### src/rtl/addr_seq_unlock.sv
// Address-sequence unlock engine: matches an address nibble of each qualified
// window read against a key sequence, with failure lockout and scrambled read-back.
module addr_seq_unlock #(
  parameter int                          ADDR_W      = 14,
  parameter int                          WIN_W       = 2,
  parameter logic [WIN_W-1:0]            WIN         = 2'b01,
  parameter int                          NIB_LSB     = 4,
  parameter int                          NIB_W       = 4,
  parameter int                          KEY_LEN     = 4,
  parameter logic [KEY_LEN*NIB_W-1:0]    KEY         = 16'h9B95,
  parameter logic [NIB_W-1:0]            RELOCK_NIB  = 4'h0,
  parameter int                          MAX_FAIL    = 3,
  parameter int                          LOCKOUT_CYC = 16,
  parameter int                          LFSR_W      = 8,
  parameter logic [LFSR_W-1:0]           LFSR_TAPS   = 8'hB8,
  parameter logic [LFSR_W-1:0]           LFSR_SEED   = 8'h5A,
  parameter int                          RESP_W      = 2
) (
  input  logic                                                    clk,
  input  logic                                                    rst_n,
  input  logic [ADDR_W-1:0]                                       addr,
  input  logic                                                    sser_n,
  input  logic                                                    br_w,
  output logic [RESP_W-1:0]                                       resp_data,
  output logic                                                    resp_oe,
  output logic                                                    unlocked,
  output logic [1:0]                                              state_q,
  output logic [$clog2(KEY_LEN+1)-1:0]                            progress,
  output logic [((MAX_FAIL > 0) ? $clog2(MAX_FAIL+1) : 1)-1:0]    fail_cnt
);

  localparam int PROG_W = $clog2(KEY_LEN+1);
  localparam int FAIL_W = (MAX_FAIL > 0) ? $clog2(MAX_FAIL+1) : 1;
  localparam int LC_W   = (LOCKOUT_CYC > 1) ? $clog2(LOCKOUT_CYC) : 1;

  localparam logic [FAIL_W-1:0] FAIL_SAT  = (MAX_FAIL > 0) ? FAIL_W'(MAX_FAIL) : {FAIL_W{1'b1}};
  localparam logic [NIB_W-1:0]  KEY_FIRST = KEY[NIB_W-1:0];

  typedef enum logic [1:0] {
    HUNT     = 2'd0,
    UNLOCKED = 2'd1,
    LOCKOUT  = 2'd2
  } state_e;

  state_e              state, state_n;
  logic [PROG_W-1:0]   prog_n;
  logic [FAIL_W-1:0]   fail_n;
  logic [LC_W-1:0]     lock_cnt, lock_n;
  logic [LFSR_W-1:0]   lfsr, lfsr_n, lfsr_step;
  logic                qual, qual_d, evt;
  logic [NIB_W-1:0]    nib, key_cur;
  logic                unused_addr;

  assign qual        = ~sser_n & br_w & (addr[ADDR_W-1 -: WIN_W] == WIN);
  assign evt         = qual & ~qual_d;
  assign nib         = addr[NIB_LSB +: NIB_W];
  assign resp_oe     = qual;
  assign state_q     = state;
  assign unused_addr = ^addr;

  // Key entry selected by the current match position.
  always_comb begin
    // NOTE: every combinational output gets a default first so no path leaves it unassigned (no latch).
    key_cur = '0;
    for (int i = 0; i < KEY_LEN; i++) begin
      if (progress == PROG_W'(i)) key_cur = KEY[i*NIB_W +: NIB_W];
    end
  end

  // Galois-free Fibonacci step; an all-zero result would stick, so reseed.
  always_comb begin
    lfsr_step = {lfsr[LFSR_W-2:0], ^(lfsr & LFSR_TAPS)};
    if (lfsr_step == '0) lfsr_step = LFSR_SEED;
  end

  always_comb begin
    state_n = state;
    prog_n  = progress;
    fail_n  = fail_cnt;
    lock_n  = lock_cnt;
    lfsr_n  = lfsr;
    if (evt && state != LOCKOUT) lfsr_n = lfsr_step;

    unique case (state)
      HUNT: begin
        if (evt) begin
          if (nib == key_cur) begin
            if (progress == PROG_W'(KEY_LEN-1)) begin
              state_n = UNLOCKED;
              prog_n  = '0;
              fail_n  = '0;
            end else begin
              prog_n = progress + PROG_W'(1);
            end
          end else if (progress != '0) begin
            // A wrong nibble may itself be the start of a fresh attempt.
            prog_n = (nib == KEY_FIRST) ? PROG_W'(1) : '0;
            fail_n = (fail_cnt == FAIL_SAT) ? fail_cnt : fail_cnt + FAIL_W'(1);
            if (MAX_FAIL != 0 && fail_n == FAIL_SAT) begin
              state_n = LOCKOUT;
              lock_n  = LC_W'(LOCKOUT_CYC-1);
              prog_n  = '0;
            end
          end
        end
      end
      UNLOCKED: begin
        if (evt && nib == RELOCK_NIB) begin
          state_n = HUNT;
          prog_n  = '0;
        end
      end
      LOCKOUT: begin
        if (lock_cnt == '0) begin
          state_n = HUNT;
          fail_n  = '0;
        end else begin
          lock_n = lock_cnt - LC_W'(1);
        end
      end
      default: state_n = HUNT;
    endcase
  end

  always_comb begin
    resp_data = '0;
    unique case (state)
      HUNT:     resp_data = lfsr[RESP_W-1:0] ^ RESP_W'(progress);
      UNLOCKED: resp_data = lfsr[RESP_W-1:0];
      default:  resp_data = '0;
    endcase
  end

  // NOTE: sequential state uses non-blocking assignments so all registers update from pre-edge values.
  always_ff @(posedge clk or negedge rst_n) begin
    if (!rst_n) begin
      state    <= HUNT;
      progress <= '0;
      fail_cnt <= '0;
      lock_cnt <= '0;
      lfsr     <= LFSR_SEED;
      qual_d   <= 1'b0;
      unlocked <= 1'b0;
    end else begin
      state    <= state_n;
      progress <= prog_n;
      fail_cnt <= fail_n;
      lock_cnt <= lock_n;
      lfsr     <= lfsr_n;
      qual_d   <= qual;
      unlocked <= (state_n == UNLOCKED);
    end
  end

endmodule

### config.mk
export PLATFORM = sky130hd
export DESIGN_NAME = addr_seq_unlock
export DESIGN_NICKNAME = d
export VERILOG_FILES = /design/src/rtl/addr_seq_unlock.sv
export SDC_FILE = /design/constraint.sdc
export NUM_CORES = 1
export LEC_CHECK = 0
export CORE_UTILIZATION = 47
export CTS_CLUSTER_SIZE = 28
export DETAILED_ROUTE_END_ITERATION = 8
export PLACE_DENSITY = 0.85
export SLEW_MARGIN = 20
export SYNTH_ARGS = -nofsm -noshare
export SYNTH_HDL_FRONTEND = slang
export SYNTH_SLANG_ARGS = --single-unit
### constraint.sdc
create_clock -name clk -period 2.3 [get_ports clk]
set_input_delay 0.23 -clock clk [delete_from_list [all_inputs] [get_ports clk]]
set_output_delay 0.23 -clock clk [all_outputs]
set_load 0.01 [all_outputs]
==> impl_metrics.py, run 1 <==
metrics = {
    "timing": {
        "period_share_pct": 94.8,
        "slew_violations": 0,
        "max_freq_mhz": 459,
        "rsz0062_at_grt": "no",
        "whs_ns": 0.250,
        "setup_viol": 0,
        "finalCriticalPeriod_ns": 2.18,
        "fin_tns_setup_ns": 0,
        "tightest_slew_ns": 0.424,
        "finClkSkew_ns": 0.0101,
        "maxSlewHeadroom_pct": 71.3,
        "hold_violations": 0,
    },
    "placed_design": {
        "hpwl_um": 2230,
        "place_area_um2": 1610,
        "place_congestion": 0.825,
        "port_buffers": 20,
    },
    "drt": {
        "ant_nets": 0,
        "vias": 1157,
        "first_pass_iters": 4,
        "drt-vias-per-instance": 6.03,
        "routed_wirelength_um": 2830,
        "detail_route.wl_per_cell_um": 14.7,
        "drc_errors": 0,
        "drtIter0Drc": 25,
    },
    "synth": {
        "synth_ff_type": "dfrtp_1",
        "yosys_register_bits": 21,
        "yosysMostFrequentCell": "dfrtp_1",
        "synth_cells": 135,
        "synth-edff-count": 0,
        "post-synth-top-area-fraction_pct": 31.3,
        "yosysSeqAreaShare_pct": 39.0,
        "ys_types": 50,
        "synth-xor-area-share_pct": 3.22,
        "yosys_warnings": 0,
        "synth_largest_area_cell": "dfrtp_1",
        "netlist_top_cells_count": "17 x dfrtp_1, 10 x nand2_1, 10 x nor2_1",
        "muxShareOfSynthArea_pct": 6.80,
        "synth-async-reset-ratio_pct": 100,
        "avgSynthCellArea_um2": 10.1,
        "synth_top_family_by_area": "simple AND/OR/NAND/NOR gates",
        "synth.net_count": 158,
        "syn_area_um2": 1360,
        "yosys.area_share.adder_pct": 4.60,
        "synth-compound-area-share_pct": 19.9,
        "synthTopCellsByArea": "dfrtp_1 31%, dfstp_2 7.7%, ha_1 4.6%",
        "synth-simple-area-share_pct": 22.5,
    },
    "status": {
        "status": "completed",
    },
    "floorplan": {
        "die_h_um": 55.8,
        "die_area_um2": 3120,
        "start_util_pct": 49.4,
        "num_io_pins": 29,
        "rows": 19,
        "core_area_um2": 2760,
        "die_w_um": 55.8,
    },
    "cts": {
        "numCtsBuffers": 3,
        "clock_latency_ns": 0.30,
        "numClockSinks": 21,
        "clockRootBuffer": "clkbuf_4",
        "cts_buffer_depth": 2,
        "cts_tree": "built",
        "h-tree-depth": 1,
        "clk_pin_slew_ns": 0.11,
        "ctsHoldBuffers": 0,
    },
    "critical_path": {
        "worstSetupPathType": "reg2reg",
        "cp.required_ns": 2.50,
        "rr_startpoint": "progress[1]",
        "critPathLaunchType": "flip-flop",
        "crit_fanout": 5,
        "cp-end-kind": "flip-flop",
        "arrival_ns": 2.38,
        "critical_path.startpoint": "progress[1]",
    },
    "global_routing": {
        "grt_max_degree": 22,
        "grt_pass1_wl_um": 4860,
        "overflow": 0,
        "grt_use_total_pct": 19.5,
        "antenna_found_initial": 0,
        "grt_pass1_vias": 1097,
    },
    "power": {
        "irDropWorstVdd_uv": 669,
        "power.density_nw_per_um2": 614,
        "leakage_nw": 0.659,
    },
    "finish": {
        "utilization_pct": 59.9,
        "area_growth_syn_to_layout_pct": 21.4,
        "drive_above_1_share_pct": 21.7,
        "n_fill_cell": 239,
        "diodes": 0,
        "nets": 185,
        "final_area_um2": 1650,
    },
    "worst_hold_path": {
        "hold_class": "in2async",
    },
    "run": {
        "drv_cap": 0,
    },
}
## where the power goes
group	internal [mW]	switching, mW	total, mW
clock	0.0676	0.104	0.171
combinational	0.183	0.140	0.324
sequential	0.450	0.0704	0.520
## per-layer routing
metal	track usage, %	wire length [um]	up-vias
li1	-	-	551
met1	25.9	1270	571
met2	33.0	1410	35
met3	4.88	143	0
met4	3.14	0	0
met5	0	0	-
## cell usage in the layout, fill, tap and decap left out, types with 2 or more instances in the layout
master           netlist  routed
xnor2_1                5       5
o221a_1                2       2
o22a_1                 4       4
nand3_1                2       2
nor2_1                10      10
dfstp_2                4       4
o21ai_0                4       4
nor3b_1                3       3
mux2_2                 5       5
buf_4                  0       5
ha_2                   0       3
a21oi_1                9       9
a32oi_1                2       2
clkbuf_4               0       3
nand2_1               10      10
dfrtp_1               17      16
ha_1                   5       2
or3_1                  2       2
o21ai_1                2       2
inv_1                  9       9
nor4_1                 2       2
a22oi_1                2       2
nor3_1                 6       6
clkdlybuf4s50_1        0      20
## cells by family (layout without fill, tap and decap cells)
kind of cell,Yosys count,count (layout)
AND/OR/NAND/NOR,49,49
multiplexers,8,8
adder cells (fa/ha/maj),5,5
buffers and inverters,12,38
flip-flops,21,21
AO/OA/AOI/OAI,35,35
XOR/XNOR,5,5
## metrics by stage
stage | power (mW) | setup slack (ns) | std cells
3_5_place_dp | 0.845 | 0.0403 | 187
6_report | 1.02 | 0.120 | 192
2_1_floorplan | 0.720 | 0.154 | 135
4_1_cts | 1.02 | 0.0177 | 191
3_3_place_gp | 0.826 | 0.0708 | 187
5_1_grt | 1.08 | 0.00120 | 192
## path summary, 6_finish.rpt
kind	end	slack (ns)	cells past startpoint
max reg2reg	fail_cnt[0]	0.12	7
min reg2reg	lfsr[7]	0.55	1
max in group asynchronous	lfsr[1]	1.77	2
min	lock_cnt[0]	0.25	2
max	fail_cnt[0]	0.12	7
min in group clk	lfsr[7]	0.55	1
## worst max-delay path: stages, from the launching register on
cell and delay [ns]:
dfrtp_1 0.42, inv_1 0.11, ha_2 0.22, nor4_1 0.27, o21ai_1 0.13, a32oi_1 0.22
mux2_2 0.39, mux2_1 0.32
## layout make-up
class	count	area [um2]	area share, %
clock buffers	4	26.3	1.59
inverters	9	33.8	2.04
multi-input cells	102	785	47.5
repair buffers	25	238	14.4
well taps	31	38.8	2.35
flip-flops and latches	21	532	32.2
## flip-flops by register name (all words and copies together), names as in the netlist
signal    count
lock_cnt      4
qual_d        1
unlocked      1
fail_cnt      2
lfsr          8
progress      3
state_q       2
## what timing repair did
item                                    CTS  global route
buffers inserted                          0             1
endpoints found under the setup margin    0             2
resized for setup                         0             4
Power figures use the tool's default switching activity.
==> run 2: changes to the inputs <==
--- a/config.mk
+++ b/config.mk
@@ -5,10 +5,10 @@
 export SDC_FILE = /design/constraint.sdc
 export NUM_CORES = 1
 export LEC_CHECK = 0
-export CORE_UTILIZATION = 47
+export CORE_UTILIZATION = 34
 export CTS_CLUSTER_SIZE = 28
 export DETAILED_ROUTE_END_ITERATION = 8
-export PLACE_DENSITY = 0.85
+export PLACE_DENSITY = 0.67
 export SLEW_MARGIN = 20
 export SYNTH_ARGS = -nofsm -noshare
 export SYNTH_HDL_FRONTEND = slang
==> impl_metrics.py, run 2 (synthesized netlist as in run 1, its figures left out) <==
metrics = {
    "status": {
        "status": "completed",
    },
    "timing": {
        "finClkSkew_ns": 0.00843,
        "hold_violations": 0,
        "setup_viol": 0,
        "setup_ws_ns": 0.109,
        "maxSlewHeadroom_pct": 69.2,
        "max_freq_mhz": 456,
        "fin_tns_setup_ns": 0,
        "period_share_pct": 95.3,
        "finalCriticalPeriod_ns": 2.19,
        "slew_violations": 0,
        "tightest_slew_ns": 0.457,
    },
    "critical_path": {
        "cp.buffers_inverters": 1,
        "cp.required_ns": 2.45,
        "path_delay_family": "multiplexers",
        "rr_startpoint": "progress[1]",
        "cp-end-kind": "flip-flop",
        "worstSetupPathType": "reg2reg",
        "rrSetupSlack_ns": 0.11,
        "slowest_delay_ns": 0.41,
        "r2r_end": "fail_cnt[0]",
        "critPathLaunchType": "flip-flop",
        "r2r_cells": 7,
        "crit_slowest_cell": "dfrtp_1",
        "arrival_ns": 2.34,
        "crit_fanout": 5,
        "path_cells": "buf_4 -> ha_1 -> nor3_4 -> nand3_1 -> a32oi_2 -> mux2_2 -> mux2_1",
        "crit_cells": 7,
    },
    "finish": {
        "utilization_pct": 46.2,
        "stdcell_count": 212,
        "nets": 188,
        "n_fill_cell": 370,
        "final_cell_mix": "20 x clkdlybuf4s50_1, 17 x dfrtp_1, 10 x nor2_1, 10 x nand2_1, 9 x a21oi_1",
        "top_register": "lfsr",
        "largest_reg_flops": 8,
        "area_growth_syn_to_layout_pct": 27.0,
        "reg_top3": "lfsr: 8 flops, lock_cnt: 4 flops, progress: 3 flops",
        "drive_above_1_share_pct": 25.0,
        "diodes": 0,
        "final_common_cell": "clkdlybuf4s50_1",
    },
    "cts": {
        "cts_tree": "built",
        "numCtsBuffers": 3,
        "h-tree-depth": 1,
        "clk_pin_slew_ns": 0.08,
        "clock_latency_ns": 0.26,
        "cts_buffer_depth": 2,
        "numClockSinks": 21,
        "clockRootBuffer": "clkbuf_8",
    },
    "global_routing": {
        "antenna_found_initial": 0,
        "grt_use_total_pct": 15.2,
        "grt_max_degree": 22,
        "overflow": 0,
        "grt_pass1_vias": 1066,
        "grt_pass1_wl_um": 4960,
    },
    "drt": {
        "detail_route.wl_per_cell_um": 14.3,
        "vias": 1147,
        "first_pass_iters": 4,
        "ant_nets": 0,
        "routed_wirelength_um": 3030,
        "drt-vias-per-instance": 5.41,
        "drc_errors": 0,
        "drtIter0Drc": 54,
    },
    "power": {
        "irDropWorstVdd_uv": 477,
        "p_seq_share_pct": 47.2,
        "swShare_pct": 30.3,
        "clkPwrFrac_pct": 21.7,
        "power.density_nw_per_um2": 634,
        "internal-power_mw": 0.764,
        "combinationalPowerShare_pct": 31.1,
        "switching_power_mw": 0.332,
        "leakage_nw": 0.689,
    },
    "worst_hold_path": {
        "hold_class": "in2async",
    },
    "floorplan": {
        "die_area_um2": 4260,
        "die_h_um": 65.3,
        "start_util_pct": 36.4,
        "core_area_um2": 3740,
        "rows": 22,
        "die_w_um": 65.3,
        "num_io_pins": 29,
    },
    "placed_design": {
        "port_buffers": 20,
        "place_congestion": 0.827,
        "dp_slack_ns": -0.0104,
        "placed_cells": 204,
        "hpwl_um": 2230,
    },
    "run": {
        "drv_cap": 0,
    },
}
==> run 2: area by class of cell <==
class / count / area (um2) / share of cell area, %
well taps: 48 / 60.1 / 3.47
flip-flops and latches: 21 / 531 / 30.7
clock inverters: 1 / 5.00 / 0.289
clock buffers: 3 / 41.3 / 2.39
multi-input cells: 102 / 798 / 46.2
inverters: 9 / 33.8 / 1.95
repair buffers: 28 / 260 / 15.1
==> run 2: routing by layer <==
metal | global-route usage (%) | wire, um | part of all wire [%] | up-vias
li1 | - | - | - | 561
met1 | 19.6 | 1400 | 46 | 554
met2 | 25.9 | 1480 | 49 | 30
met3 | 3.13 | 128 | 4.2 | 2
met4 | 3.26 | 17 | 0.56 | 0
met5 | 0 | 0 | 0 | -
==> run 2: worst max-delay path by stage <==
stage                      from     endpoint  slack, ns
floorplan           progress[0]  fail_cnt[0]       0.15
global route        progress[1]  fail_cnt[0]      -0.02
CTS                 progress[1]  fail_cnt[0]       0.01
finish              progress[1]  fail_cnt[0]       0.11
global placement    progress[0]  fail_cnt[0]       0.06
detailed placement  progress[1]  fail_cnt[0]      -0.01
==> run 2: through the flow <==
step / hold WS (ns) / cell area, um2 / power, mW
after detailed placement: 0.531 / 1630 / 0.844
final: 0.325 / 1730 / 1.10
after CTS: 0.352 / 1700 / 1.10
after global routing: 0.349 / 1730 / 1.16
after global placement: 0.520 / 1630 / 0.830
after floorplan: -0.0656 / 1360 / 0.720
==> run 2: timing repair <==
| action | in CTS | in global routing |
|---|---|---|
| buffers inserted | 2 | 2 |
| setup endpoints to repair | 1 | 3 |
| hold buffers | 0 | 0 |
| gates resized for setup | 1 | 5 |
| pin swaps | 0 | 3 |
| endpoints found under the hold margin | 0 | 0 |
==> run 2: power groups by stage <==
stage	Clock (mW)	Combinational, mW	Sequential [mW]
after global placement	0	0.309	0.521
after floorplan	0	0.208	0.512
after CTS	0.247	0.333	0.518
after global routing	0.261	0.373	0.529
final	0.238	0.341	0.518
after detailed placement	0	0.320	0.524
==> run 3: changes to the inputs <==
--- a/config.mk
+++ b/config.mk
@@ -9,6 +9,7 @@
 export CTS_CLUSTER_SIZE = 28
 export DETAILED_ROUTE_END_ITERATION = 8
 export PLACE_DENSITY = 0.67
+export SKIP_LAST_GASP = 1
 export SLEW_MARGIN = 20
 export SYNTH_ARGS = -nofsm -noshare
 export SYNTH_HDL_FRONTEND = slang
==> results of run 3 <==
No change in the layout: final DEF, timing and power equal those of run 2.
